[src/rtl/level_controller.sv]
// Game-progress sequencer: level, lives, win/lose and the frame-timed level-start hold.
// Optional LEVEL_CTRL_EXTRA_LIFE_EN grants one life (max 7) per non-final level cleared.
module level_controller #(
    parameter int TARGETS_PER_LEVEL = 5,
    parameter int NUM_LEVELS        = 4,
    parameter int LIVES             = 3,
    parameter int RESET_HOLD_FRAMES = 60,
    localparam int LVL_W = (NUM_LEVELS > 1) ? $clog2(NUM_LEVELS) : 1
) (
    input  logic             clk,
    input  logic             resetN,
    input  logic             startOfFrame,
    input  logic             targetHit,
    input  logic             ballLost,
    input  logic             restart,
    output logic             reset_level,
    output logic [LVL_W-1:0] level,
    output logic [2:0]       lives,
    output logic             gameOver,
    output logic             gameWon
);

    localparam int HIT_W = $clog2(TARGETS_PER_LEVEL + 1);
    localparam int FRM_W = $clog2(RESET_HOLD_FRAMES + 1);

    localparam logic [HIT_W-1:0] HIT_LAST = HIT_W'(TARGETS_PER_LEVEL - 1);
    localparam logic [FRM_W-1:0] FRM_LAST = FRM_W'(RESET_HOLD_FRAMES - 1);
    localparam logic [LVL_W-1:0] LVL_LAST = LVL_W'(NUM_LEVELS - 1);
    localparam logic [2:0]       LIVES_INIT = 3'(LIVES);

    typedef enum logic [1:0] {
        LEVEL_RESET = 2'd0,
        PLAY        = 2'd1,
        GAME_OVER   = 2'd2,
        WIN         = 2'd3
    } state_t;

    state_t             r_state;
    logic [HIT_W-1:0]   r_hitCnt;
    logic [FRM_W-1:0]   r_frameCnt;

    logic w_lastFrame;
    logic w_lastHit;
    logic w_lastLevel;
    logic w_lastLife;

    assign w_lastFrame = (r_frameCnt == FRM_LAST);
    assign w_lastHit   = (r_hitCnt == HIT_LAST);
    assign w_lastLevel = (level == LVL_LAST);
    assign w_lastLife  = (lives == 3'd1);

    always_ff @(posedge clk or negedge resetN) begin
        if (!resetN) begin
            r_state     <= LEVEL_RESET;
            r_hitCnt    <= '0;
            r_frameCnt  <= '0;
            reset_level <= 1'b1;
            level       <= '0;
            lives       <= LIVES_INIT;
            gameOver    <= 1'b0;
            gameWon     <= 1'b0;
        end else begin
            unique case (r_state)
                LEVEL_RESET: begin
                    if (startOfFrame) begin
                        if (w_lastFrame) begin
                            r_state     <= PLAY;
                            r_frameCnt  <= '0;
                            reset_level <= 1'b0;
                        end else begin
                            r_frameCnt <= r_frameCnt + 1'b1;
                        end
                    end
                end
                PLAY: begin
                    // A drain wins over a simultaneous hit; that hit is lost.
                    if (ballLost) begin
                        r_hitCnt <= '0;
                        lives    <= lives - 1'b1;
                        if (w_lastLife) begin
                            r_state  <= GAME_OVER;
                            gameOver <= 1'b1;
                        end else begin
                            r_state     <= LEVEL_RESET;
                            reset_level <= 1'b1;
                        end
                    end else if (targetHit) begin
                        if (w_lastHit) begin
                            r_hitCnt <= '0;
                            if (w_lastLevel) begin
                                r_state <= WIN;
                                gameWon <= 1'b1;
                            end else begin
                                r_state     <= LEVEL_RESET;
                                reset_level <= 1'b1;
                                level       <= level + 1'b1;
`ifdef LEVEL_CTRL_EXTRA_LIFE_EN
                                if (lives != 3'd7) begin
                                    lives <= lives + 1'b1;
                                end
`endif
                            end
                        end else begin
                            r_hitCnt <= r_hitCnt + 1'b1;
                        end
                    end
                end
                GAME_OVER, WIN: begin
                    if (restart) begin
                        r_state     <= LEVEL_RESET;
                        r_hitCnt    <= '0;
                        r_frameCnt  <= '0;
                        reset_level <= 1'b1;
                        level       <= '0;
                        lives       <= LIVES_INIT;
                        gameOver    <= 1'b0;
                        gameWon     <= 1'b0;
                    end
                end
                default: begin
                    r_state <= LEVEL_RESET;
                end
            endcase
        end
    end

endmodule

[config.mk]
export PLATFORM = sky130hd
export DESIGN_NAME = level_controller
export DESIGN_NICKNAME = d
export VERILOG_FILES = /design/src/rtl/level_controller.sv
export SDC_FILE = /design/constraint.sdc
export NUM_CORES = 1
export LEC_CHECK = 0
export ABC_AREA = 1
export BUFFER_PORTS_ARGS = -buffer_cell sky130_fd_sc_hd__buf_2
export CAP_MARGIN = 30
export CORE_MARGIN = 8
export CORE_UTILIZATION = 35
export DETAILED_ROUTE_END_ITERATION = 10
export GPL_ROUTABILITY_DRIVEN = 0
export GPL_TIMING_DRIVEN = 0
export PLACE_DENSITY = 0.54
export SLEW_MARGIN = 30
export SYNTH_ARGS = -nofsm -noshare
export SYNTH_HDL_FRONTEND = slang
export SYNTH_SLANG_ARGS = --single-unit
export TNS_END_PERCENT = 20
[constraint.sdc]
create_clock -name clk -period 3.8 [get_ports clk]
set_input_delay 0.38 -clock clk [delete_from_list [all_inputs] [get_ports clk]]
set_output_delay 0.38 -clock clk [all_outputs]
set_load 0.01 [all_outputs]
Word level (Yosys, flattened, before mapping)
Cells that the tools add are included.

storage, ports and cells
  register bits after elaboration = 19
  bits of input ports = 6
  output and inout port bits = 8
  logic and storage cells = 89

operators by class
  add/subtract/negate cells = 4
  equal/unequal tests = 21
  mux-type cells = 44
  reductions and logical operators = 12

operators with widths
  kind                 number
  $mux 2               12
  $ne 2x2->1 const B   10
  $mux 3               6
  $mux 6               3
  $mux 1               15
  $ne 3x3->1 const B   4
  $pmux 3 s2           2
  $pmux 6 s2           1
  $reduce_and 6->1     2
  $reduce_and 3->1     3
  $reduce_and 7->1     1
  $add 6x1->6 const B  1
  $eq 2x2->1 const B   3
  $eq 6x6->1 const B   1
  $pmux 2 s3           1
  $reduce_and 5->1     1
  $pmux 1 s2           2
  $pmux 2 s2           1
  $reduce_and 4->1     1
  $reduce_bool 2->1    2
  $add 3x1->3 const B  1
  $eq 3x1->1 const B   1
  $eq 3x3->1 const B   1
  $pmux 1 s3           1
  other kinds (5)      5

Depth between registers and ports, before layout
Gate-level depths: netlist of run 1.

  depth in word-level cells = 6
  depth in mapped cells = 9
  mapped depth without buffers = 9

Worst setup path before layout of run 1
Ideal clock, no wire load.

  path type = reg2reg
  from = reg level[0]
  to = reg level[1]
  setup time = 0.120 ns
  arrival = 1.130 ns
  data required time = 3.680 ns
  slack = 2.549 ns
  cell stages (with the launch flop) = 6
  path buffers = 0
  clock period less this slack = 1.251 ns
  path through = dfrtp_1 > ha_1 > o21ai_0 > nand2_2 > o21ai_0 > nand2_1

between the ends
  longest elaborated chain between the ends = 6
  elaborated cells on any way between the ends = 9
  classes of those cells = 1 x add/sub; 2 x eq/ne; 5 x mux; 1 x reduce/logical

RTL lines
  element                 RTL line  source
  start, declared         17        output logic [LVL_W-1:0] level,
  start signal, assigned  96        level <= level + 1'b1;
  $add 2x1->2             96
  $mux 2                  90        if (w_lastLevel) begin
  $mux 2                  88        if (w_lastHit) begin
  $mux 2                  87        end else if (targetHit) begin
  $mux 2                  77        if (ballLost) begin
  $pmux 2 s2              63        unique case (r_state)

Several ways; a longest one is shown, not always the timed one. The select of a mux whose other input is x is not followed.
A chain may end at the register's enable or synchronous reset.

Worst setup path after layout of run 1
  from = reg r_hitCnt[0]
  to = reg r_state[0]

between the ends
  longest elaborated chain between the ends = 3

RTL lines
  element                     RTL line  source
  start, declared             39        logic [HIT_W-1:0] r_hitCnt;
  start signal, assigned      104       r_hitCnt <= r_hitCnt + 1'b1;
  $eq 3x3->1                  48        assign w_lastHit = (r_hitCnt == HIT_LAST);
  $ne 3x3->1 (no line)        n/a
  $reduce_and 5->1 (no line)  n/a
  end signal, assigned        54        r_state <= LEVEL_RESET;
  end signal, assigned        67        r_state <= PLAY;
  end signal, assigned        81        r_state <= GAME_OVER;
  end, declared               38        state_t r_state;

No other way between the ends.

==> flow_summary.ini, run 1 <==
[timing]
rsz0062_at_grt = false
fmax_mhz = 723
report.final.hold_viol_count = 1
finalSetupViolations = 0
post-route-min-period_ps = 1380
fin_crit_sh = 0.364
worstMarginPinSlew_ps = 448
relSlewSlack = 0.701
fin_hold_ws_ps = -0.273
setup_tns_ps = 0
skew_ps = 13.1
slew_violations = 0

[routing]
vias_per_cell = 4.70
dr.pass1.iters = 4
routedWlPerCell_um = 11.6
antenna_left = 0
wl_mm = 2.35
route.detailed.drc = 0
first_iter_violations = 16
num_vias = 950

[final_layout]
fin_area_sq_um = 1250
drive_gt1_frac = 0.209
antenna_cells = 0
fin_nets = 171
areaGrowthSynthToFinish_pct = 13.2
fill_cells = 320

[run]
maxCapViolCount = 0

[global_route]
track_usage = 0.0991
grt_max_degree = 20
grt_pass1_vias = 941
antenna_found_initial = 0
grt_pass1_wl_mm = 4.16
grt-ovfl-total = 0

[hold_path]
hold_path_class = primary input to async pin

[worst_setup_path]
worstPathArrival_ps = 1590
cp_slowest_cell = dfrtp_1
critPathKind = register to register
endpoint_kind = register
required_ps = 4010
start_kind = register
path_cells = inv_1, ha_1, nand2_1, nor2_1, nor2_1, nor2_2, nand2_1, nand2_1, o21ai_1
cpPeakStageDelay_ps = 410
worstPathMaxFanout = 5
critPathMostFrequentCell = nand2_1
worstSetupPathDepth = 9
cp_top_family = simple AND/OR/NAND/NOR gates
worst-path-buf-inv = 1
worstRegToRegCells = 9

[place]
io_buffers = 13
placed_cell_area_sq_um = 1230
dp_hpwl_mm = 1.85

[synth]
syn_nets = 153
ys_seq_area_frac = 0.433
async_flop_share = 1.00
synth_seq_cells = 19
synth_cell_types = 22
ys_top_cells_by_area = dfrtp_1 36%, nand2_1 14%, dfstp_2 7.1%, ha_1 6.8%, o21ai_0 6.3%
netlist_area_sq_um = 1110
ys.warnings.count = 0
ys.flop_type = dfrtp_1
synth_common_cells = 41 x nand2_1, 17 x inv_1, 16 x dfrtp_1
synth_edf_count = 0
synth_most_common_cell = nand2_1
syn_avg_cell_area_sq_um = 7.84
synth_cells = 141
synth_top_area_share = 0.362
yosysTopAreaCell = dfrtp_1

[outcome]
status = complete, but fails checks
violations = negative hold slack

[clock_tree]
clkSinkCount = 19
clk_pin_slew_worst_paths_ps = 120
cts-root-buf = clkbuf_4
cts_setup_buffers = 0
ctsHoldBuffers = 0
h-tree-depth = 1
clk_latency_ps = 300
post_cts_resized = 0
numCtsBuffers = 3
cts_tree = done
clk_path_buf_depth = 2

[floorplan]
num_rows = 20
die_y_um = 72.2
initial_core_util = 0.365
dieArea_sq_um = 5220
core_sq_um = 3030
io_pins = 14
die_x_um = 72.2

[power_and_ir_drop]
p_per_area_nw_per_um2 = 667
power.leakage_nw = 0.642
irDropWorstVdd_mv = 0.228
==> power breakdown <==
group	total (mW)	switching, mW	internal [mW]
logic	0.375	0.229	0.147
clock network	0.106	0.0652	0.0409
registers	0.354	0.0695	0.285
==> through the flow <==
stage,setup WS [ps],hold slack (ps),instances,power (mW),util
4_1_cts,2410,17.5,202,0.853,0.414
6_report,2420,-0.273,202,0.836,0.414
3_3_place_gp,2440,345,198,0.726,0.405
2_1_floorplan,2550,84.4,141,0.632,-
3_5_place_dp,2420,361,198,0.743,0.405
5_1_grt,2250,32.3,202,0.927,0.414
==> state kept, by name, indices dropped and copies added (netlist names) <==
| register | count |
|---|---|
| r_frameCnt | 6 |
| lives | 3 |
| r_hitCnt | 3 |
| level | 2 |
| r_state | 2 |
| gameOver | 1 |
| gameWon | 1 |
| reset_level | 1 |
==> kinds of logic (layout without fill, tap and decap cells) <==
family	after synthesis	in the layout	share of synthesized area
AO/OA/AOI/OAI	23	23	0.118
buffers and inverters	19	36	0.0645
XOR/XNOR	3	3	0.0238
AND/OR/NAND/NOR	71	71	0.293
flip-flops	19	19	0.433
adder cells (fa/ha/maj)	6	6	0.0679
==> layout make-up <==
| cell class | instances | area, sq um | share of cell area |
|---|---|---|---|
| flip-flops and latches | 19 | 479 | 0.383 |
| well taps | 44 | 55.1 | 0.0440 |
| multi-input cells | 103 | 556 | 0.444 |
| inverters | 19 | 71.3 | 0.0569 |
| clock buffers | 4 | 26.3 | 0.0210 |
| repair buffers | 13 | 65.1 | 0.0519 |
==> worst reg2reg max path: cells and delay by family, from the launching register on <==
family | cells | cell delay [ps]
AOI/OAI and AO/OA | 1 | 60
DFF | 1 | 410
and+or+nand+nor | 6 | 600
buffers and inverters | 1 | 90
adders and majority gates | 1 | 150
==> worst paths after layout <==
path,start,slack [ps],endpoint
max in group asynchronous,resetN,3450,lives[0]
setup / recovery,r_hitCnt[0],2420,r_state[0]
setup reg to reg,r_hitCnt[0],2420,r_state[0]
hold / removal,resetN,-0.3,r_state[0]
hold reg to reg,reset_level,460,reset_level
min in group clk,restart,420,lives[2]
==> layout by cell type, fill, tap and decap left out, types with 2 or more instances in the layout <==
cell / count
nand3_1: 8
nand2_1: 41
nor2_2: 6
o21ai_2: 3
inv_2: 2
inv_1: 17
o21ai_0: 14
nand4_1: 5
buf_2: 13
nor2_1: 7
dfstp_2: 3
clkbuf_4: 3
dfrtp_1: 16
ha_1: 6
a21oi_1: 2
o21ai_1: 2
xnor2_1: 2
==> metal layers <==
metal | routed length (um) | global-route usage | share of wire | vias up
met5 | 0 | 0 | 0 | -
met1 | 1100 | 0.120 | 0.47 | 440
met2 | 1150 | 0.160 | 0.49 | 7
li1 | - | - | - | 499
met3 | 60 | 0.0193 | 0.026 | 4
met4 | 40 | 0.0544 | 0.017 | 0
Note: power is estimated with default switching activity, not from simulation.
==> run 2: changes to the inputs <==
--- a/config.mk
+++ b/config.mk
@@ -5,7 +5,7 @@
 export SDC_FILE = /design/constraint.sdc
 export NUM_CORES = 1
 export LEC_CHECK = 0
-export ABC_AREA = 1
+export ABC_AREA = 0
 export BUFFER_PORTS_ARGS = -buffer_cell sky130_fd_sc_hd__buf_2
 export CAP_MARGIN = 30
 export CORE_MARGIN = 8
@@ -13,7 +13,7 @@
 export DETAILED_ROUTE_END_ITERATION = 10
 export GPL_ROUTABILITY_DRIVEN = 0
 export GPL_TIMING_DRIVEN = 0
-export PLACE_DENSITY = 0.54
+export PLACE_DENSITY = 0.56
 export SLEW_MARGIN = 30
 export SYNTH_ARGS = -nofsm -noshare
 export SYNTH_HDL_FRONTEND = slang
==> constraint.sdc (replaced) <==
create_clock -name clk -period 1.1 [get_ports clk]
set_input_delay 0.11 -clock clk [delete_from_list [all_inputs] [get_ports clk]]
set_output_delay 0.11 -clock clk [all_outputs]
set_load 0.01 [all_outputs]
==> run 2 against run 1 <==
The flow finishes with violations (negative setup slack). Clock skew is 2.2 ps lower. Sequential power rose to 3.1 times the previous value. Sequential cell count is the same. Critical path type unchanged.
==> flow_summary.ini, run 2 <==
[outcome]
status = complete, but fails checks
violations = negative setup slack

[place]
dp_worst_setup_slack_ps = -588
dp_hpwl_mm = 1.87
placed_cell_area_sq_um = 1300
io_buffers = 11

[synth]
synth_most_common_cell = dfrtp_1
netlist_area_sq_um = 1150
synth_common_cells = 16 x dfrtp_1, 13 x nand2_1, 13 x o21ai_0
ys.warnings.count = 0
synth_compound_gate_area_share = 0.210
synth_top_family_by_area = compound AO/OA/AOI/OAI gates
synthSimpleGateAreaFrac = 0.192
synth_edf_count = 0
synth-adder-area-share = 0.0653
synth_cell_types = 39
synthMuxAreaShare = 0.0272
synth_seq_cells = 19
syn_nets = 135
yosysTopAreaCell = dfrtp_1
synth_cells = 123
ys_top_cells_by_area = dfrtp_1 35%, dfstp_2 6.9%, ha_1 6.5%, o21ai_0 5.7%, nand2_1 4.2%
async_flop_share = 1.00
synth_top_area_share = 0.348
ys.flop_type = dfrtp_1
ys_seq_area_frac = 0.417
synth_xor_area_frac = 0.0305
syn_avg_cell_area_sq_um = 9.35

[clock_tree]
clk_pin_slew_worst_paths_ps = 120
h-tree-depth = 1
cts-root-buf = clkbuf_4
numCtsBuffers = 3
clk_path_buf_depth = 2
clk_latency_ps = 310
clkSinkCount = 19
cts_tree = done

[final_layout]
antenna_cells = 0
drive_gt1_frac = 0.416
largest_reg_flops = 6
areaGrowthSynthToFinish_pct = 36.9
max_flop_register = r_frameCnt
final_common_cell = dfrtp_1
fin_area_sq_um = 1570
reg_top3 = r_frameCnt: 6 flops, lives: 3 flops, r_hitCnt: 3 flops
mostFrequentLayoutCells = 15 x dfrtp_1, 12 x nand2_1, 9 x buf_2, 9 x buf_4, 8 x o21ai_1
fin_nets = 162

[timing]
skew_ps = 11.0
finalSetupViolations = 22
fin_crit_sh = 1.48
slew_violations = 0
setup_tns_ps = -4270
fin_hold_ws_ps = 204
fin_ws_ps = -530
rsz0062_at_grt = true
relSlewSlack = 0.696
report.final.hold_viol_count = 0
worstMarginPinSlew_ps = 455
fmax_mhz = 614
post-route-min-period_ps = 1630

[power_and_ir_drop]
switching_share = 0.371
power.share.clock = 0.142
power.leakage_nw = 0.661
internal-power_mw = 1.63
seqPwrFrac = 0.428
p_per_area_nw_per_um2 = 1640
pwr-share-comb = 0.430
netSwitchingPower_mw = 0.958
power.total_mw = 2.58
irDropWorstVdd_mv = 0.729

[worst_setup_path]
endpoint_kind = register
worstPathArrival_ps = 1860
cp_slowest_cell = dfstp_2
path_cells = inv_2, ha_4, and3b_2, a211o_1, a221oi_2, o21ai_1
cp_top_family = compound AO/OA/AOI/OAI gates
critPathKind = register to register
worst-path-buf-inv = 1
cpPeakStageDelay_ps = 560
required_ps = 1330
worstPathMaxFanout = 2
start_kind = register

[routing]
dr.pass1.iters = 4
first_iter_violations = 15
routedWlPerCell_um = 14.2
wl_mm = 2.77
antenna_left = 0
num_vias = 1001
route.detailed.drc = 0
vias_per_cell = 5.13

[floorplan]
io_pins = 14
dieArea_sq_um = 5380
die_y_um = 73.3
initial_core_util = 0.356
die_x_um = 73.3
core_sq_um = 3230
num_rows = 21

[global_route]
grt_pass1_vias = 1027
grt-ovfl-total = 0
track_usage = 0.110
antenna_found_initial = 0
grt_max_degree = 20
grt_pass1_wl_mm = 4.80

[hold_path]
hold_path_class = primary input to register

[run]
maxCapViolCount = 0
## run 2: cell families after synthesis
| group | Yosys count |
|---|---|
| flip-flops | 19 |
| multiplexers | 3 |
| AND/OR/NAND/NOR | 40 |
| buffers and inverters | 15 |
| adder cells (fa/ha/maj) | 6 |
| XOR/XNOR | 4 |
| AO/OA/AOI/OAI | 36 |
## run 2: area by class of cell
class                           count  area [sq um]
Multi-Input combinational cell     89           762
Sequential cell                    19           480
Clock inverter                      1          5.00
Inverter                           10          37.5
Timing Repair Buffer               22           163
Tap cell                           46          57.6
Clock buffer                        3          22.5
Buffer                              5          46.3
Fill cell                         316          1660
## run 2: what timing repair did
| item | CTS | global route |
|---|---|---|
| setup endpoints to repair | 22 | 22 |
| buffers inserted | 10 | 3 |
| hold endpoints to repair | 16 | 0 |
| resized for setup | 36 | 6 |
| pin swaps | 18 | 11 |
| hold buffers | 1 | 0 |
## run 2: per-stage QoR
stage	utilization	std cells
final	0.487	195
after global routing	0.487	195
after CTS	0.475	195
after detailed placement	0.403	180
after global placement	0.403	180
after floorplan	-	123
## run 2: metal layers
layer  wire, um  vias up  global-route usage
li1           -      487                   -
met1       1290      500               0.139
met2       1380        9               0.188
met3         61        5              0.0191
met4         31        0              0.0288
met5          0        -                   0
## run 2: power by group through the flow
stage	logic, mW	clock network [mW]	registers, mW
after global routing	1.23	0.407	1.13
after floorplan	0.474	0	1.09
after global placement	0.650	0	1.08
after CTS	1.04	0.379	1.10
after detailed placement	0.671	0	1.10
final	1.11	0.368	1.11
## run 2: path summary, 6_finish.rpt
kind / slack, ps / cells after the start / from / endpoint
setup / recovery: -530 / 6 / lives[1] / reset_level
hold / removal: 200 / 2 / restart / r_frameCnt[1]
setup reg to reg: -530 / 6 / lives[1] / reset_level
hold reg to reg: 520 / 2 / reset_level / reset_level
max in group asynchronous: 470 / 2 / resetN / reset_level
min in group asynchronous: 270 / 2 / resetN / r_frameCnt[1]
==> run 3: changes to the inputs <==
--- a/config.mk
+++ b/config.mk
@@ -14,6 +14,7 @@
 export GPL_ROUTABILITY_DRIVEN = 0
 export GPL_TIMING_DRIVEN = 0
 export PLACE_DENSITY = 0.56
+export REMOVE_ABC_BUFFERS = 1
 export SLEW_MARGIN = 30
 export SYNTH_ARGS = -nofsm -noshare
 export SYNTH_HDL_FRONTEND = slang
==> run 3 against run 2 <==
The run still ends with negative setup slack left. Critical path depth did not move. Cell count fell by 4.6%. Core utilization fell by 5.1 points. Die area did not move. Sequential power barely moved. Total power fell by 10%. Register-to-register slack improved by 40 ps. Global-route usage rose by 0.29 points. Sequential share of layout area rose by 3.8 points. Sequential cell count did not move. Setup slack improved by 35 ps. Worst hold slack got worse by 96 ps.
==> flow_summary.ini, run 3 (same netlist as run 2, synthesis figures left out) <==
[clock_tree]
cts_tree = done
clkSinkCount = 19
clk_path_buf_depth = 2
h-tree-depth = 1
clk_pin_slew_worst_paths_ps = 110
cts-root-buf = clkbuf_4
numCtsBuffers = 3
clk_latency_ps = 310

[routing]
antenna_left = 0
first_iter_violations = 34
dr.pass1.iters = 4
route.detailed.drc = 0
wl_met3_um = 102
routedWlPerCell_um = 14.1
wl_mm = 2.62
route.met2.wl_mm = 1.32
num_vias = 949
vias_per_cell = 5.10
wl_met1_mm = 1.15
top_layer_used = met4

[outcome]
status = complete, but fails checks
violations = negative setup slack

[timing]
fin_hold_ws_ps = 108
relSlewSlack = 0.690
slew_violations = 0
post-route-min-period_ps = 1590
fmax_mhz = 627
report.final.hold_viol_count = 0
finalSetupViolations = 21
worstMarginPinSlew_ps = 464
fin_ws_ps = -494
skew_ps = 8.40
rsz0062_at_grt = true
fin_crit_sh = 1.45

[floorplan]
initial_core_util = 0.356
die_y_um = 73.3
dieArea_sq_um = 5380
num_rows = 21
core_sq_um = 3230
io_pins = 14
die_x_um = 73.3

[place]
dp_worst_setup_slack_ps = -736
io_buffers = 13
dp.cells = 177
dp_hpwl_mm = 1.77

[final_layout]
fill_cells = 330
mostFrequentLayoutCells = 14 x dfrtp_1, 12 x nand2_1, 11 x buf_2, 10 x o21ai_0, 7 x nor2_1
areaGrowthSynthToFinish_pct = 22.6
fin_nets = 153
drive_gt1_frac = 0.357
fin_util = 0.436
final_common_cell = dfrtp_1
fin_cells = 186
antenna_cells = 0
reg_top3 = r_frameCnt: 6 flops, lives: 3 flops, r_hitCnt: 3 flops
largest_reg_flops = 6
max_flop_register = r_frameCnt

[power_and_ir_drop]
irDropWorstVdd_mv = 0.749
power.total_mw = 2.31
p_per_area_nw_per_um2 = 1640
power.leakage_nw = 0.592

[worst_setup_path]
cp_slowest_cell = dfstp_2
path_cells = inv_2, ha_2, and3b_2, a211o_1, a221oi_2, o21ai_1
rrSetupSlack_ps = -490
endpoint_kind = register
worstRegToRegCells = 6
r2r_start = lives[1]
worstPathMaxFanout = 2
critPathKind = register to register
worstPathArrival_ps = 1830
cpPeakStageDelay_ps = 550
reg2reg_to = reset_level
start_kind = register
required_ps = 1330

[hold_path]
hp-start = restart
worst_hold_path.num_cells = 2
hold_path_class = primary input to register
worstHoldEndpoint = lives[2]

[global_route]
grt_pass1_wl_mm = 4.75
grt_max_degree = 20
grt-ovfl-total = 0
grt_pass1_vias = 1038
antenna_found_initial = 0
track_usage = 0.113

[run]
maxCapViolCount = 0
-- run 3: cell types whose count changed in the layout (fill, tap and decap cells not counted), moves of 2 or more --
| cell | before | now |
|---|---|---|
| buf_6 | 6 | 2 |
| buf_2 | 9 | 11 |
| o21ai_4 | 2 | 0 |
| ha_2 | 1 | 3 |
| o21ai_1 | 8 | 4 |
| buf_4 | 9 | 4 |
| ha_4 | 4 | 1 |
| o21ai_0 | 5 | 10 |
-- run 3: metrics by stage --
stage | cell area [sq um] | TNS [ps]
2_1_floorplan | 1120 | -4450
6_report | 1410 | -4770
4_1_cts | 1400 | -5010
5_1_grt | 1410 | -6660
3_3_place_gp | 1240 | -7750
3_5_place_dp | 1240 | -8540
-- run 3: worst max path at each step --
stage	startpoint	endpoint	slack, ps	cells past startpoint
global route	lives[1]	reset_level	-570	6
global placement	r_state[1]	level[0]	-690	3
floorplan	lives[1]	reset_level	-490	6
detailed placement	r_state[1]	level[0]	-740	3
finish	lives[1]	reset_level	-490	6
CTS	lives[1]	reset_level	-490	6
-- run 3: power breakdown --
| part | total, mW | switching, mW | leakage [nW] | internal, mW |
|---|---|---|---|---|
| combinational | 0.842 | 0.417 | 0.360 | 0.425 |
| sequential | 1.10 | 0.206 | 0.218 | 0.898 |
| clock | 0.367 | 0.225 | 0.0150 | 0.142 |
| total | 2.31 | 0.849 | 0.592 | 1.46 |
-- run 3: cell type report --
class,count,area (sq um),area share
multi-input cells,89,687,0.487
flip-flops and latches,19,484,0.343
repair buffers,18,118,0.0834
well taps,46,57.6,0.0408
inverters,10,37.5,0.0266
clock buffers,4,26.3,0.0186
-- run 3: per-layer routing --
| metal | up-vias | GRT usage |
|---|---|---|
| met1 | 463 | 0.126 |
| met3 | 5 | 0.0273 |
| li1 | 471 | - |
| met2 | 10 | 0.198 |
| met5 | - | 0 |
| met4 | 0 | 0.0532 |
-- run 3: critical path, delay by kind of cell, from the launching register on --
family,cells,cell delay (ps)
AND/OR/NAND/NOR,1,210
AO/OA/AOI/OAI,3,580
flip-flops,1,550
buffers and inverters,1,40
adder cells (fa/ha/maj),1,150
-- run 3: what timing repair did --
action / in CTS / in global routing
pin swaps: 7 / 6
setup buffers: 3 / 1
endpoints found under the setup margin: 22 / 22
hold buffers: 1 / 0
gates resized for setup: 30 / 1
endpoints found under the hold margin: 16 / 0
